$ cat config.mk
export PLATFORM = sky130hd
export DESIGN_NAME = block_lanes_flat
export DESIGN_NICKNAME = d
export VERILOG_FILES = /design/src/rtl/block_lanes_if.sv /design/src/rtl/block_lanes.sv /design/src/flat_wrapper.sv
export SDC_FILE = /design/constraint.sdc
export NUM_CORES = 1
export LEC_CHECK = 0
export ABC_AREA = 1
export BUFFER_PORTS_ARGS = -buffer_cell sky130_fd_sc_hd__buf_2
export CAP_MARGIN = 15
export CORE_AREA = 2 2 122 124
export CTS_CLUSTER_DIAMETER = 80
export DETAILED_ROUTE_END_ITERATION = 7
export DIE_AREA = 0 0 124 126
export MAX_ROUTING_LAYER = met4
export PLACE_DENSITY = 0.63
export SLEW_MARGIN = 20
export SYNTH_ARGS = -nofsm -noshare
export SYNTH_HDL_FRONTEND = slang
export SYNTH_SLANG_ARGS = --single-unit
$ cat constraint.sdc
create_clock -name frame_clk -period 11 [get_ports frame_clk]
set_clock_uncertainty 0.15 [all_clocks]
set_input_delay 1.1 -clock frame_clk [delete_from_list [all_inputs] [get_ports frame_clk]]
set_output_delay 1.1 -clock frame_clk [all_outputs]
set_load 0.01 [all_outputs]
$ cat src/rtl/block_lanes_if.sv
// block_lanes_if: groups the game-control and sprite-side signals of block_lanes.
//   master : game control / testbench side (drives restart, block_ready, speed,
//            Collision, Lane_X_Center; observes positions, counters, end_level)
//   slave  : block_lanes itself
// BlockY / BlockX / Lane_X_Center are packed [lane][10 bits], so lane i sits at
// flat bits [10i+9:10i].
interface block_lanes_if #(
    parameter int NUM_LANES = 4,
    parameter int SPEED_W   = 3,
    parameter int CNT_W     = 8
);
    logic                       restart;
    logic                       block_ready;
    logic [SPEED_W-1:0]         speed;
    logic [NUM_LANES-1:0]       Collision;
    logic [NUM_LANES-1:0][9:0]  Lane_X_Center;
    logic [NUM_LANES-1:0][9:0]  BlockX;
    logic [NUM_LANES-1:0][9:0]  BlockY;
    logic [NUM_LANES-1:0]       block_active;
    logic [CNT_W-1:0]           hit_count;
    logic [CNT_W-1:0]           miss_count;
    logic                       end_level;

    modport master (
        output restart, block_ready, speed, Collision, Lane_X_Center,
        input  BlockX, BlockY, block_active, hit_count, miss_count, end_level
    );

    modport slave (
        input  restart, block_ready, speed, Collision, Lane_X_Center,
        output BlockX, BlockY, block_active, hit_count, miss_count, end_level
    );
endinterface

$ cat src/rtl/block_lanes.sv
// block_lanes: NUM_LANES independent falling blocks, one per lane, with a
// round-robin spawn scheduler, per-lane collision retire, saturating hit/miss
// counters and a sticky level-end flag. Clocked once per video frame.
//   frame_clk : frame-rate clock
//   Reset     : asynchronous active-low reset
//   bus       : block_lanes_if.slave (control inputs, positions, counters)

// One lane: IDLE <-> FALL. hit_o / miss_o flag the retire that happens on the
// coming edge so the top can count it on that same edge.
module block_lane #(
    parameter int Y_MAX   = 479,
    parameter int SPEED_W = 3
) (
    input  logic               clk_i,
    input  logic               rst_ni,
    input  logic               restart_i,
    input  logic               ready_i,
    input  logic               spawn_i,
    input  logic               collision_i,
    input  logic [SPEED_W-1:0] speed_i,
    output logic [9:0]         y_o,
    output logic               active_o,
    output logic               hit_o,
    output logic               miss_o
);
    typedef enum logic {IDLE, FALL} state_e;

    state_e      state_q, state_d;
    logic [9:0]  y_q, y_d;
    logic [10:0] next_y;

    // 11-bit sum so a step past the bottom can never wrap back on screen
    assign next_y = {1'b0, y_q} + 11'(speed_i);

    always_comb begin
        state_d = state_q;
        y_d     = y_q;
        hit_o   = 1'b0;
        miss_o  = 1'b0;
        case (state_q)
            IDLE: begin
                y_d = '0;
                if (spawn_i) state_d = FALL;
            end
            FALL: begin
                // collision outranks both freeze and overflow
                if (collision_i) begin
                    state_d = IDLE;
                    y_d     = '0;
                    hit_o   = 1'b1;
                end else if (ready_i) begin
                    if (next_y > 11'(Y_MAX)) begin
                        state_d = IDLE;
                        y_d     = '0;
                        miss_o  = 1'b1;
                    end else begin
                        y_d = next_y[9:0];
                    end
                end
            end
            default: begin
                state_d = IDLE;
                y_d     = '0;
            end
        endcase
        if (restart_i) begin
            state_d = IDLE;
            y_d     = '0;
        end
    end

    always_ff @(posedge clk_i or negedge rst_ni) begin
        if (!rst_ni) begin
            state_q <= IDLE;
            y_q     <= '0;
        end else begin
            state_q <= state_d;
            y_q     <= y_d;
        end
    end

    assign y_o      = y_q;
    assign active_o = (state_q == FALL);
endmodule

module block_lanes #(
    parameter int NUM_LANES    = 4,
    parameter int Y_MAX        = 479,
    parameter int SPEED_W      = 3,
    parameter int SPAWN_GAP    = 60,
    parameter int LEVEL_BLOCKS = 16,
    parameter int CNT_W        = 8
) (
    input  logic          frame_clk,
    input  logic          Reset,
    block_lanes_if.slave  bus
);
    localparam int TMR_W = $clog2(SPAWN_GAP + 1);
    localparam int PTR_W = (NUM_LANES > 1) ? $clog2(NUM_LANES) : 1;
    localparam int SPN_W = $clog2(LEVEL_BLOCKS + 1);
    localparam int SUM_W = CNT_W + 4;

    logic [TMR_W-1:0]     tmr_q, tmr_d;
    logic [PTR_W-1:0]     ptr_q, ptr_d;
    logic [SPN_W-1:0]     spawned_q, spawned_d;
    logic [CNT_W-1:0]     hit_q, hit_d, miss_q, miss_d;
    logic                 end_q, end_d;
    logic [NUM_LANES-1:0] spawn, active, lane_hit, lane_miss;
    logic [SPEED_W-1:0]   eff_speed;
    logic                 sched_run;

    // add the number of set event bits, clamping at all-ones
    function automatic logic [CNT_W-1:0] sat_add(input logic [CNT_W-1:0] base,
                                                 input logic [NUM_LANES-1:0] ev);
        logic [SUM_W-1:0] s;
        s = SUM_W'(base);
        for (int i = 0; i < NUM_LANES; i++) s = s + SUM_W'(ev[i]);
        return (s > SUM_W'({CNT_W{1'b1}})) ? {CNT_W{1'b1}} : s[CNT_W-1:0];
    endfunction

    assign eff_speed = (bus.speed == '0) ? SPEED_W'(1) : bus.speed;
    assign sched_run = bus.block_ready && !end_q &&
                       (spawned_q < SPN_W'(LEVEL_BLOCKS));

    always_comb begin
        tmr_d     = tmr_q;
        ptr_d     = ptr_q;
        spawned_d = spawned_q;
        spawn     = '0;
        // active is pre-edge state, so a lane retiring this edge still blocks
        end_d     = end_q || ((spawned_q == SPN_W'(LEVEL_BLOCKS)) && (active == '0));
        hit_d     = sat_add(hit_q, lane_hit);
        miss_d    = sat_add(miss_q, lane_miss);
        if (sched_run) begin
            if (tmr_q == TMR_W'(SPAWN_GAP - 1)) begin
                tmr_d     = '0;
                spawn[ptr_q] = !active[ptr_q];
                spawned_d = spawned_q + SPN_W'(1);
                ptr_d     = (ptr_q == PTR_W'(NUM_LANES - 1)) ? '0 : ptr_q + PTR_W'(1);
            end else begin
                tmr_d = tmr_q + TMR_W'(1);
            end
        end
        if (bus.restart) begin
            tmr_d     = '0;
            ptr_d     = '0;
            spawned_d = '0;
            end_d     = 1'b0;
            hit_d     = '0;
            miss_d    = '0;
        end
    end

    always_ff @(posedge frame_clk or negedge Reset) begin
        if (!Reset) begin
            tmr_q     <= '0;
            ptr_q     <= '0;
            spawned_q <= '0;
            end_q     <= 1'b0;
            hit_q     <= '0;
            miss_q    <= '0;
        end else begin
            tmr_q     <= tmr_d;
            ptr_q     <= ptr_d;
            spawned_q <= spawned_d;
            end_q     <= end_d;
            hit_q     <= hit_d;
            miss_q    <= miss_d;
        end
    end

    for (genvar g = 0; g < NUM_LANES; g++) begin : g_lane
        block_lane #(.Y_MAX(Y_MAX), .SPEED_W(SPEED_W)) u_lane (
            .clk_i       (frame_clk),
            .rst_ni      (Reset),
            .restart_i   (bus.restart),
            .ready_i     (bus.block_ready),
            .spawn_i     (spawn[g]),
            .collision_i (bus.Collision[g]),
            .speed_i     (eff_speed),
            .y_o         (bus.BlockY[g]),
            .active_o    (active[g]),
            .hit_o       (lane_hit[g]),
            .miss_o      (lane_miss[g])
        );
    end

    assign bus.BlockX       = bus.Lane_X_Center;
    assign bus.block_active = active;
    assign bus.hit_count    = hit_q;
    assign bus.miss_count   = miss_q;
    assign bus.end_level    = end_q;
endmodule

$ cat src/flat_wrapper.sv
// flat-port wrapper written by rule: the top's interface ports become plain ports
module block_lanes_flat 
#(
    parameter int NUM_LANES    = 4,
    parameter int Y_MAX        = 479,
    parameter int SPEED_W      = 3,
    parameter int SPAWN_GAP    = 60,
    parameter int LEVEL_BLOCKS = 16,
    parameter int CNT_W        = 8
)
  (frame_clk, Reset, bus_restart, bus_block_ready, bus_speed, bus_Collision, bus_Lane_X_Center, bus_BlockX, bus_BlockY, bus_block_active, bus_hit_count, bus_miss_count, bus_end_level);
  block_lanes_if #(.NUM_LANES(NUM_LANES), .SPEED_W(SPEED_W), .CNT_W(CNT_W)) bus_i ();
  input  logic frame_clk;
  input  logic Reset;
  input wire logic [$bits(bus_i.restart)-1:0] bus_restart;
  input wire logic [$bits(bus_i.block_ready)-1:0] bus_block_ready;
  input wire logic [$bits(bus_i.speed)-1:0] bus_speed;
  input wire logic [$bits(bus_i.Collision)-1:0] bus_Collision;
  input wire logic [$bits(bus_i.Lane_X_Center)-1:0] bus_Lane_X_Center;
  output wire logic [$bits(bus_i.BlockX)-1:0] bus_BlockX;
  output wire logic [$bits(bus_i.BlockY)-1:0] bus_BlockY;
  output wire logic [$bits(bus_i.block_active)-1:0] bus_block_active;
  output wire logic [$bits(bus_i.hit_count)-1:0] bus_hit_count;
  output wire logic [$bits(bus_i.miss_count)-1:0] bus_miss_count;
  output wire logic [$bits(bus_i.end_level)-1:0] bus_end_level;
  assign bus_i.restart = bus_restart;
  assign bus_i.block_ready = bus_block_ready;
  assign bus_i.speed = bus_speed;
  assign bus_i.Collision = bus_Collision;
  assign bus_i.Lane_X_Center = bus_Lane_X_Center;
  assign bus_BlockX = bus_i.BlockX;
  assign bus_BlockY = bus_i.BlockY;
  assign bus_block_active = bus_i.block_active;
  assign bus_hit_count = bus_i.hit_count;
  assign bus_miss_count = bus_i.miss_count;
  assign bus_end_level = bus_i.end_level;
  block_lanes #(.NUM_LANES(NUM_LANES), .Y_MAX(Y_MAX), .SPEED_W(SPEED_W), .SPAWN_GAP(SPAWN_GAP), .LEVEL_BLOCKS(LEVEL_BLOCKS), .CNT_W(CNT_W)) u_core (.frame_clk(frame_clk), .Reset(Reset), .bus(bus_i));
endmodule
**After elaboration in Yosys (flattened, before gate mapping)**

Index checks and enable logic that the tools add are counted.

- Register bits after elaboration: 74
- Logic and storage cells: 152
- Output and inout bits: 101
- Input bits: 51

- Eq/ne operators: 7
- Reduce and logical (&&, ||, !) cells: 12
- Bitwise gates (word level): 5
- Add/subtract/negate cells: 15
- Muxes and demuxes: 90
- Magnitude comparators: 9

Operator list:

| cell | count |
|---|---|
| $mux W10 | 16 |
| $pmux W10 S2 | 4 |
| $add A12 B1 Y12 | 6 |
| $mux W1 | 47 |
| $add A10 B3 Y11 | 4 |
| $gt A11 B9 Y1 const B | 4 |
| $mux W8 | 4 |
| $gt A12 B8 Y1 const B | 2 |
| $add A8 B1 Y9 | 2 |
| $mux W6 | 3 |
| $ne A4 B4 Y1 const B | 4 |
| $mux W5 | 3 |
| $mux W2 | 4 |
| $mux W4 | 2 |
| $pmux W1 S2 | 4 |
| $add A6 B1 Y6 const B | 1 |
| $eq A6 B6 Y1 const B | 1 |
| $add A5 B1 Y5 const B | 1 |
| $eq A5 B5 Y1 const B | 1 |
| $lt A5 B5 Y1 const B | 1 |
| $and A4 B4 Y4 | 1 |
| $logic_and A1 B1 Y1 | 4 |
| $logic_not A4 Y1 | 1 |
| $not A1 Y1 | 4 |
| other kinds (12) | 14 |

**Depth between registers and ports, before layout**

Gate-level depths: netlist of run 1.

- Depth in word-level cells: 15
- Mapped depth: 32
- Depth with buffers taken out: 30

**Modules after synthesis**

Synthesis of run 1 repeated with hierarchy kept, for this count alone.

- Cells, all modules: 748
- Area, all modules: 5,561.6 sq um

Modules (own cells, without submodules):

| module | cells each | instances | area an instance (sq um) | seq. area each (sq um) |
|---|---|---|---|---|
| block_lane | 117 | 4 | 829.5 | 275.3 |
| block_lanes | 280 | 1 | 2,243.4 | 750.7 |

**Worst setup path before layout of run 1**

Ideal clock, no wire load.

- Path kind: input -> register
- From: input port bus_speed[1]
- To: register u_core.miss_q[6] (netlist: u_core.bus.miss_count[6])
- Stages: 27
- Arrival time: 4.644 ns
- Path buffers: 2
- Setup time: 0.124 ns
- Slack: 6.082 ns
- Data required time: 10.726 ns
- Cells stage by stage: buf_6 -> o21bai_1 -> ha_1 -> ha_1 -> inv_1 -> nand2_2 -> nand2_1 -> nand2_2 -> nand4_1 -> nand2_1 -> nand2_1 -> o21ai_1 -> buf_4 -> nand2_2 -> nor2_2 -> ha_1 -> fa_1 -> ha_1 -> inv_1 -> fa_1 -> inv_1 -> nand2_1 -> nor2_1 -> nand2_1 -> nor2_1 -> xor2_1 -> a21oi_1

- Cells in the longest elaborated chain, start to end: 15
- Elaborated cells between the ends (all ways): 33
- Classes of those cells: add/sub (8); order compare (5); mux (19); reduce/logical (1)

Ends and longest elaborated chain:

| item | line | source |
|---|---|---|
| start, declared | flat_wrapper.sv:17 | `input wire logic [$bits(bus_i.speed)-1:0] bus_speed;` |
| $logic_not A3 Y1 | block_lanes.sv:121 | `assign eff_speed = (bus.speed == '0) ? SPEED_W'(1) : bus.speed;` |
| $mux W3 (*) | block_lanes.sv:121 |  |
| $add A10 B3 Y11 | block_lanes.sv:33 | `assign next_y = {1'b0, y_q} + 11'(speed_i);` |
| $gt A11 B9 Y1 | block_lanes.sv:52 | `if (next_y > 11'(Y_MAX)) begin` |
| $mux W1 | block_lanes.sv:52 |  |
| $mux W1 | block_lanes.sv:51 | `end else if (ready_i) begin` |
| $mux W1 | block_lanes.sv:47 | `if (collision_i) begin` |
| $mux W1 | block_lanes.sv:40 | `case (state_q)` |
| $add A8 B1 Y9 | block_lanes.sv:117 | `for (int i = 0; i < NUM_LANES; i++) s = s + SUM_W'(ev[i]);` |
| $add A12 B1 Y12 (2 in a row) | block_lanes.sv:117 |  |
| $add A12 B1 Y12 (*) | block_lanes.sv:117 |  |
| $gt A12 B8 Y1 | block_lanes.sv:118 | `return (s > SUM_W'({CNT_W{1'b1}})) ? {CNT_W{1'b1}} : s[CNT_W-1:0];` |
| $mux W8 (*) | block_lanes.sv:118 |  |
| $mux W8 (*) | block_lanes.sv:144 | `if (bus.restart) begin` |
| named net u_core.miss_d[6] | block_lanes.sv:106 | `logic [CNT_W-1:0] hit_q, hit_d, miss_q, miss_d;` |
| end signal, assigned | block_lanes.sv:168 | `miss_q <= miss_d;` |
| end, declared | block_lanes.sv:106 |  |

The timed path passes the listed nets; every way through them passes the cells marked *.
A chain may end at the register's enable or synchronous reset.

**Final worst setup path of run 1**

Same ends and word-level chain as after synthesis.

==> flow_metrics.env, run 1 <==
export IMPL_holdPathStages=2
export IMPL_clk_path_buf_depth=2
export IMPL_synth_simple_gate_area_frac=0.343
export IMPL_hp_start="u_core.spawned_q[4]"
export IMPL_fin_crit_ps=4950
export IMPL_syn_area_um2=5600
export IMPL_cp_top_family="adder cells"
export IMPL_dpl_worst_slack_ps=5660
export IMPL_cts_num_sinks=74
export IMPL_synth_xor_area_frac=0.0297
export IMPL_critPathBufInv=4
export IMPL_drc=0
export IMPL_reg2reg_slack_ps=6860
export IMPL_routed_wirelength_mm=13.2
export IMPL_fmax_mhz=202
export IMPL_finalSetupTns_ps=0
export IMPL_synth_ff_type="dfrtp_1"
export IMPL_multi_input_area_um2=2900
export IMPL_antenna_found_initial=0
export IMPL_critPathMaxFanout=10
export IMPL_crit_path_top_delay_cell="fa_1"
export IMPL_whs_ps=353
export IMPL_synth_compound_area_frac=0.0697
export IMPL_post_cts_buffers=0
export IMPL_first_pass_iters=5
export IMPL_drv_cap=0
export IMPL_drive_above_1_share=0.162
export IMPL_fillers=1493
export IMPL_die_w_um=124
export IMPL_row_count=44
export IMPL_reg2reg_depth=27
export IMPL_rsz0062_at_grt="false"
export IMPL_nNetsFinal=906
export IMPL_hp_class="reg2reg"
export IMPL_grt_max_degree=75
export IMPL_vias_per_cell=4.85
export IMPL_dr_first_iter_drc_count=360
export IMPL_final_max_slew_violation_count=0
export IMPL_cts_root_buf="clkbuf_16"
export IMPL_start_util=0.391
export IMPL_worstMarginPinSlew_ps=1020
export IMPL_cts_tree="yes"
export IMPL_power_per_cell_area_nw_per_um2=108
export IMPL_dieArea_um2=15600
export IMPL_n_antenna_cell=0
export IMPL_seq_area_um2=1850
export IMPL_synth_warnings=0
export IMPL_avgRoutedWirePerCell_um=13.0
export IMPL_final_common_cell="nand2_1"
export IMPL_grt_pass1_vias=4584
export IMPL_cts_buffers=9
export IMPL_synthAdderAreaFrac=0.0746
export IMPL_status="finished, final reports clean"
export IMPL_timing_critical_path_mode_cell="nand2_1"
export IMPL_ctsHoldBuffers=0
export IMPL_synth_seq_cells=74
export IMPL_final_cell_mix="224 x nand2_1, 110 x inv_1, 74 x dfrtp_1"
export IMPL_arrival_ps=5030
export IMPL_dr_total_vias=4909
export IMPL_power_leakage_nw=3.40
export IMPL_cp_start_kind="primary input"
export IMPL_ys_types=34
export IMPL_slew_headroom=0.316
export IMPL_cp_end_kind="flip-flop"
export IMPL_synth_seq_area_share=0.331
export IMPL_holdPathEnd="u_core.spawned_q[4]"
export IMPL_fin_crit_sh=0.450
export IMPL_syn_inst=796
export IMPL_hold_viol_final=0
export IMPL_async_flop_share=1.00
export IMPL_post_dp_cell_area_um2=5790
export IMPL_synth_top_family_by_area="simple AND/OR/NAND/NOR gates"
export IMPL_io_buffer_count=71
export IMPL_crit_path_start="bus_speed[1]"
export IMPL_required_ps=11080
export IMPL_grt_ovfl_total=0
export IMPL_grt_usage=0.180
export IMPL_peakVddDrop_mv=0.0670
export IMPL_postLayoutCoreUtil=0.430
export IMPL_rr_startpoint="u_core.g_lane[0].u_lane.y_o[1]"
export IMPL_syn2layout_area_growth_pct=9.85
export IMPL_r2r_end="u_core.bus.miss_count[6]"
export IMPL_design_area_um2=6150
export IMPL_cts_resized=0
export IMPL_core_um2=14300
export IMPL_clock_latency_ps=350
export IMPL_synth_edff_count=0
export IMPL_clkSlewWorstSetupHoldPaths_ps=60
export IMPL_synth_area_leader_cell="dfrtp_1"
export IMPL_die_h_um=126
export IMPL_critPathKind="in2reg"
export IMPL_h_tree_depth=3
export IMPL_place_gp_congestion=0.860
export IMPL_io_pin_count=152
export IMPL_layout_setup_ws_ps=6050
export IMPL_synth_fp_nets=878
export IMPL_ant_nets=0
export IMPL_grt_pass1_wl_mm=21.8
export IMPL_syn_area_per_cell_um2=7.04
export IMPL_setup_violations=0
export IMPL_muxShareOfSynthArea=0
export IMPL_netlist_top_cells_area="dfrtp_1 33%, nand2_1 15%, inv_1 7.4%"
export IMPL_synth_top_area_share=0.331
export IMPL_dpl_hpwl_mm=9.63
export IMPL_crit_path_max_incr_delay_ps=490
[how the worst max path moves through the flow]
stage	cells past startpoint	end	slack [ps]
after floorplan	27	u_core.bus.miss_count[6]	6080
after global placement	26	u_core.bus.miss_count[6]	5820
after detailed placement	26	u_core.bus.miss_count[6]	5660
after CTS	26	u_core.bus.miss_count[6]	6030
after global routing	26	u_core.bus.miss_count[6]	5680
final	26	u_core.bus.miss_count[6]	6050
[synth_stat cells (17+ instances only)]
master and n:
o21ai_0 19, nand3_1 71, o21ai_1 33, buf_4 46
nor2_1 50, ha_1 27, nand4_1 22, nand2_2 21
nand2_1 224, inv_1 110, dfrtp_1 74, a21oi_1 17
[worst reg2reg max path: cells and delay by family, from the launching register on]
kind            cells  cell delay, ps
flops               1             420
buf+inv             4             250
compound gates      2             290
xor+xnor            1             150
simple gates       15            1250
fa+ha+maj           5            1490
[area by class of cell]
cell class                 instances  share of cell area
clock inverter                     4              0.0159
inverter                         118              0.0720
multi-input combinational        548               0.472
sequential                        74               0.301
timing repair buffer              73              0.0606
tap                              184              0.0374
clock buffer                      12              0.0417
[through the flow]
step,power [W],cells
floorplan,0.000315,796
CTS,0.000673,1013
global placement,0.000314,997
detailed placement,0.000315,997
finish,0.000665,1013
global route,0.000689,1013
[report_power, final]
group	internal, W	total [W]	switching, W
sequential	0.000275	0.000278	0.00000313
clock	0.000234	0.000356	0.000121
combinational	0.00000858	0.0000308	0.0000223
total	0.000518	0.000665	0.000147
[flip-flops by register name, indices dropped and copies added, names as in the netlist]
signal,flops
u_core.g_lane.u_lane.y_o,40
u_core.bus.hit_count,8
u_core.bus.miss_count,8
u_core.tmr_q,6
u_core.spawned_q,5
u_core.g_lane.u_lane.active_o,4
u_core.ptr_q,2
u_core.bus.end_level,1
[logic make-up (layout without fill, tap and decap cells)]
| logic type | count (synthesis) | after routing |
|---|---|---|
| AOI/OAI and AO/OA | 74 | 74 |
| xor gates and xnor gates | 19 | 19 |
| adders and majority gates | 31 | 31 |
| buffers and inverters | 174 | 207 |
| DFF | 74 | 74 |
| and+or+nand+nor | 424 | 424 |
[per-layer routing]
metal,GRT usage,up-vias,share of wire
met4,0.0522,0,0.011
met3,0.0412,17,0.059
met2,0.280,127,0.45
met1,0.236,2233,0.48
met5,-,-,0
li1,-,2532,-
(Power assumes the default switching activity.)
==> run 2: changes to the inputs <==
--- a/config.mk
+++ b/config.mk
@@ -13,7 +13,7 @@
 export DETAILED_ROUTE_END_ITERATION = 7
 export DIE_AREA = 0 0 124 126
 export MAX_ROUTING_LAYER = met4
-export PLACE_DENSITY = 0.63
+export PLACE_DENSITY = 0.65
 export SLEW_MARGIN = 20
 export SYNTH_ARGS = -nofsm -noshare
 export SYNTH_HDL_FRONTEND = slang
==> constraint.sdc (replaced) <==
create_clock -name frame_clk -period 4.3 [get_ports frame_clk]
set_clock_uncertainty 0.15 [all_clocks]
set_input_delay 0.43 -clock frame_clk [delete_from_list [all_inputs] [get_ports frame_clk]]
set_output_delay 0.43 -clock frame_clk [all_outputs]
set_load 0.01 [all_outputs]
==> flow_metrics.env, run 2 (synthesis gave the netlist of run 1 again) <==
export IMPL_status="finished, violations left"
export IMPL_violations="negative hold slack"
export IMPL_fillers=1476
export IMPL_place_inst=1004
export IMPL_total_power_w=0.00160
export IMPL_cts_num_sinks=74
export IMPL_dr_total_vias=4941
export IMPL_place_gp_congestion=0.874
export IMPL_io_buffer_count=71
export IMPL_die_h_um=126
export IMPL_drive_above_1_share=0.178
export IMPL_die_w_um=124
export IMPL_dr_first_iter_drc_count=261
export IMPL_cp_start_kind="flip-flop"
export IMPL_critPathMaxFanout=5
export IMPL_start_util=0.391
export IMPL_grt_pass1_vias=4561
export IMPL_grt_usage=0.181
export IMPL_drv_cap=0
export IMPL_required_ps=4370
export IMPL_seq_area_um2=1850
export IMPL_fin_crit_ps=4090
export IMPL_path_depth=27
export IMPL_fin_crit_sh=0.950
export IMPL_reg2reg_depth=27
export IMPL_setup_violations=0
export IMPL_cp_end_kind="flip-flop"
export IMPL_cts_tree="yes"
export IMPL_io_pin_count=152
export IMPL_clock_latency_ps=340
export IMPL_row_count=44
export IMPL_power_per_cell_area_nw_per_um2=257
export IMPL_peakVddDrop_mv=0.161
export IMPL_final_cells=1022
export IMPL_grt_pass1_wl_mm=21.9
export IMPL_multi_input_area_um2=2930
export IMPL_crit_path_max_incr_delay_ps=490
export IMPL_rr_startpoint="u_core.g_lane[0].u_lane.y_o[1]"
export IMPL_largest_register_ffs=40
export IMPL_grt_ovfl_total=0
export IMPL_nNetsFinal=916
export IMPL_dpl_hpwl_mm=9.64
export IMPL_r2r_end="u_core.bus.miss_count[6]"
export IMPL_clkSlewWorstSetupHoldPaths_ps=60
export IMPL_crit_end="u_core.bus.miss_count[6]"
export IMPL_arrival_ps=4160
export IMPL_routed_wirelength_mm=13.3
export IMPL_antenna_found_initial=0
export IMPL_slew_headroom=0.325
export IMPL_crit_path_start="u_core.g_lane[0].u_lane.y_o[1]"
export IMPL_core_um2=14300
export IMPL_hp_class="in2async"
export IMPL_drc=0
export IMPL_crit_path_top_delay_cell="fa_1"
export IMPL_critPathKind="reg2reg"
export IMPL_hold_viol_final=44
export IMPL_final_max_slew_violation_count=0
export IMPL_reg2reg_slack_ps=210
export IMPL_timing_critical_path_mode_cell="nand2_1"
export IMPL_syn2layout_area_growth_pct=11.0
export IMPL_grt_max_degree=75
export IMPL_ctsHoldBuffers=0
export IMPL_power_leakage_nw=3.42
export IMPL_first_pass_iters=4
export IMPL_dieArea_um2=15600
export IMPL_vias_per_cell=4.83
export IMPL_h_tree_depth=3
export IMPL_cp_top_family="adder cells"
export IMPL_whs_ps=-48.3
export IMPL_cts_root_buf="clkbuf_16"
export IMPL_avgRoutedWirePerCell_um=13.0
export IMPL_clk_path_buf_depth=2
export IMPL_final_common_cell="nand2_1"
export IMPL_final_cell_mix="223 x nand2_1, 110 x inv_1, 74 x dfrtp_1"
export IMPL_cts_buffers=9
export IMPL_critPathBufInv=4
export IMPL_ant_nets=0
export IMPL_worstMarginPinSlew_ps=1000
export IMPL_n_antenna_cell=0
export IMPL_fmax_mhz=245
## run 2: report_power, final
| part | switching, W | leakage, nW | internal [W] |
|---|---|---|---|
| logic | 0.0000574 | 2.25 | 0.0000245 |
| clock network | 0.000299 | 0.145 | 0.000504 |
| registers | 0.00000767 | 1.03 | 0.000704 |
| total | 0.000364 | 3.42 | 0.00123 |
## run 2: per-stage QoR
step / setup TNS (ps) / hold slack [ps] / area, um2 / setup WS [ps] / utilization
final: 0 / -48.3 / 6220 / 213 / 0.434
after global routing: -126 / 29.0 / 6220 / -59.2 / 0.434
after CTS: 0 / 135 / 6160 / 124 / 0.430
after detailed placement: -46.6 / 342 / 5850 / -46.5 / 0.408
after global placement: 0 / 334 / 5850 / 10.9 / 0.408
after floorplan: 0 / -15.6 / 5600 / 51.6 / -
## run 2: worst register-to-register path, stage by stage, from the launching register on
cell	delay, ps
dfrtp_1	430
inv_1	70
nand2_1	60
and2_1	140
ha_1	190
inv_1	60
nand2_2	70
nand2_2	90
nand2_4	60
nand3_1	70
nand2_1	50
nand2_1	80
nand2_1	70
o21ai_2	190
nand2_2	70
nor2_2	80
ha_1	230
fa_1	490
ha_2	180
inv_1	60
fa_2	340
inv_1	60
nand2_1	80
nor2_2	160
nand2_1	80
nor2_1	130
xor2_1	150
a21oi_1	80
## run 2: layout make-up
cell class                      count  area share
Timing Repair Buffer               83      0.0726
Multi-Input combinational cell    548       0.472
Inverter                          118      0.0712
Tap cell                          184      0.0370
Sequential cell                    74       0.298
Clock buffer                       10      0.0368
Clock inverter                      5      0.0129
## run 2: worst min path at each step
stage / start / end / slack, ps / cells past startpoint
2_1_floorplan: Reset / u_core.bus.end_level / -20 / 0
3_3_place_gp: u_core.spawned_q[4] / u_core.spawned_q[4] / 330 / 2
3_5_place_dp: u_core.g_lane[3].u_lane.y_o[0] / u_core.g_lane[3].u_lane.y_o[0] / 340 / 2
4_1_cts: Reset / u_core.g_lane[1].u_lane.y_o[3] / 140 / 1
5_1_grt: Reset / u_core.g_lane[1].u_lane.y_o[8] / 30 / 1
6_report: Reset / u_core.g_lane[1].u_lane.y_o[3] / -50 / 1
## run 2: per-layer routing
metal	global-route usage	up-vias	wire [um]
met1	0.231	2285	6260
met4	0.0423	0	140
met2	0.288	83	6340
met3	0.0462	9	504
met5	-	-	0
li1	-	2564	-
## run 2: repair_timing
item	CTS	global route
endpoints found under the hold margin	0	0
gates resized for setup	0	7
setup endpoints to repair	0	8
buffers inserted	0	3
==> run 3: changes to the inputs <==
--- a/config.mk
+++ b/config.mk
@@ -8,12 +8,14 @@
 export ABC_AREA = 1
 export BUFFER_PORTS_ARGS = -buffer_cell sky130_fd_sc_hd__buf_2
 export CAP_MARGIN = 15
-export CORE_AREA = 2 2 122 124
+export CELL_PAD_IN_SITES_DETAIL_PLACEMENT = 2
+export CELL_PAD_IN_SITES_GLOBAL_PLACEMENT = 2
+export CORE_AREA = 2 2 150 152
 export CTS_CLUSTER_DIAMETER = 80
 export DETAILED_ROUTE_END_ITERATION = 7
-export DIE_AREA = 0 0 124 126
+export DIE_AREA = 0 0 152 154
 export MAX_ROUTING_LAYER = met4
-export PLACE_DENSITY = 0.65
+export PLACE_DENSITY = 0.76
 export SLEW_MARGIN = 20
 export SYNTH_ARGS = -nofsm -noshare
 export SYNTH_HDL_FRONTEND = slang
==> constraint.sdc (replaced) <==
create_clock -name frame_clk -period 4.3 [get_ports frame_clk]
set_clock_uncertainty 0.15 [all_clocks]
set_input_delay 0.43 -clock frame_clk [delete_from_list [all_inputs] [get_ports frame_clk]]
set_output_delay 0.43 -clock frame_clk [all_outputs]
set_load 0.1 [all_outputs]
==> flow_metrics.env, run 3 (synthesis gave the netlist of run 1 again) <==
export IMPL_reg2reg_depth=26
export IMPL_ant_nets=0
export IMPL_place_gp_congestion=0.812
export IMPL_cp_top_family="adder cells"
export IMPL_first_pass_iters=4
export IMPL_critPathKind="reg2reg"
export IMPL_worstMarginPinSlew_ps=790
export IMPL_timing_critical_path_mode_cell="nand2_2"
export IMPL_grt_ovfl_total=0
export IMPL_required_ps=4370
export IMPL_status="finished, final reports clean"
export IMPL_final_max_slew_violation_count=0
export IMPL_grt_max_degree=48
export IMPL_dieArea_um2=23400
export IMPL_avgRoutedWirePerCell_um=15.7
export IMPL_die_h_um=154
export IMPL_fin_crit_ps=4070
export IMPL_seq_area_um2=1860
export IMPL_hp_start="bus_Collision[3]"
export IMPL_routed_wirelength_mm=17.9
export IMPL_cp_start_kind="flip-flop"
export IMPL_io_pin_count=152
export IMPL_rr_startpoint="u_core.g_lane[0].u_lane.y_o[1]"
export IMPL_arrival_ps=4140
export IMPL_crit_path_max_incr_delay_ps=520
export IMPL_r2r_end="u_core.bus.miss_count[6]"
export IMPL_fin_crit_sh=0.947
export IMPL_die_w_um=152
export IMPL_wl_met2_mm=8.95
export IMPL_grt_pass1_vias=5808
export IMPL_antenna_found_initial=0
export IMPL_place_inst=1114
export IMPL_dr_total_vias=5344
export IMPL_clock_latency_ps=340
export IMPL_postLayoutCoreUtil=0.299
export IMPL_cts_root_buf="clkbuf_16"
export IMPL_cts_buffers=9
export IMPL_power_per_cell_area_nw_per_um2=234
export IMPL_clk_path_buf_depth=2
export IMPL_hold_viol_final=0
export IMPL_h_tree_depth=3
export IMPL_largest_register_ffs=40
export IMPL_vias_per_cell=4.71
export IMPL_hp_class="in2reg"
export IMPL_nNetsFinal=933
export IMPL_multi_input_area_um2=3000
export IMPL_critPathMaxFanout=4
export IMPL_drc=0
export IMPL_grt_pass1_wl_mm=30.2
export IMPL_core_um2=21700
export IMPL_power_leakage_nw=3.49
export IMPL_final_common_cell="nand2_1"
export IMPL_reg2reg_slack_ps=230
export IMPL_dr_wl_met3_um=538
export IMPL_syn2layout_area_growth_pct=15.8
export IMPL_cts_num_sinks=74
export IMPL_grt_usage=0.163
export IMPL_final_cells=1135
export IMPL_fillers=2622
export IMPL_crit_path_top_delay_cell="fa_1"
export IMPL_dr_first_iter_drc_count=137
export IMPL_n_antenna_cell=0
export IMPL_finalSetupTns_ps=0
export IMPL_holdPathEnd="u_core.g_lane[3].u_lane.y_o[9]"
export IMPL_critPathBufInv=4
export IMPL_row_count=54
export IMPL_clkSlewWorstSetupHoldPaths_ps=60
export IMPL_dpl_hpwl_mm=13.5
export IMPL_routed_top_layer="met4"
export IMPL_wl_met1_mm=8.25
export IMPL_start_util=0.258
export IMPL_drive_above_1_share=0.212
export IMPL_slew_headroom=0.473
export IMPL_peakVddDrop_mv=0.172
export IMPL_io_buffer_count=71
export IMPL_fmax_mhz=246
export IMPL_cp_end_kind="flip-flop"
export IMPL_final_cell_mix="217 x nand2_1, 106 x inv_1, 70 x nand3_1, 70 x buf_2, 69 x dfrtp_1"
export IMPL_cts_tree="yes"
export IMPL_drv_cap=0
export IMPL_holdPathStages=2
export IMPL_setup_violations=0
==> run 3: through the flow <==
step | hold slack (ps) | power [W] | area (um2) | worst slack, ps
floorplan | -15.6 | 0.000944 | 5610 | 19.9
global placement | 336 | 0.000816 | 6080 | -37.6
detailed placement | 346 | 0.000820 | 6080 | -243
CTS | 196 | 0.00155 | 6380 | 50.8
global route | 231 | 0.00159 | 6490 | -16.3
finish | 219 | 0.00152 | 6490 | 228
==> run 3: report_power, final <==
group	internal [W]	switching, W
logic	0.0000303	0.0000661
registers	0.000704	0.00000862
clock network	0.000406	0.000304
total	0.00114	0.000379
==> run 3: worst max path at each step <==
stage / start / end / slack [ps] / cells after the start
final: u_core.g_lane[0].u_lane.y_o[1] / u_core.bus.miss_count[6] / 230 / 26
after global routing: u_core.g_lane[0].u_lane.y_o[1] / u_core.bus.miss_count[6] / -20 / 26
after CTS: u_core.g_lane[0].u_lane.y_o[1] / u_core.bus.miss_count[6] / 50 / 27
after detailed placement: bus_speed[1] / u_core.bus.miss_count[6] / -240 / 26
after global placement: bus_speed[0] / u_core.bus.miss_count[6] / -40 / 27
after floorplan: bus_speed[1] / u_core.bus.miss_count[6] / 20 / 27
==> run 3: what timing repair did <==
action                                  4_1_cts  5_1_grt
gates cloned                                  0        0
hold endpoints to repair                     27        0
hold buffers                                  1        0
endpoints found under the setup margin        5        8
pin swaps                                     4       11
gates resized for setup                       5       23
buffers inserted                              2        3
==> run 3: layout make-up <==
cell class,instances,share of cell area
multi-input cells,548,0.462
flip-flops and latches,74,0.287
repair buffers,100,0.0891
inverters,118,0.0683
well taps,280,0.0540
clock buffers,15,0.0397
==> run 3: layer usage <==
metal	vias to the layer above	global-route usage
li1	2577	-
met1	2695	0.201
met2	65	0.283
met3	7	0.0321
met4	0	0.0271
met5	-	-
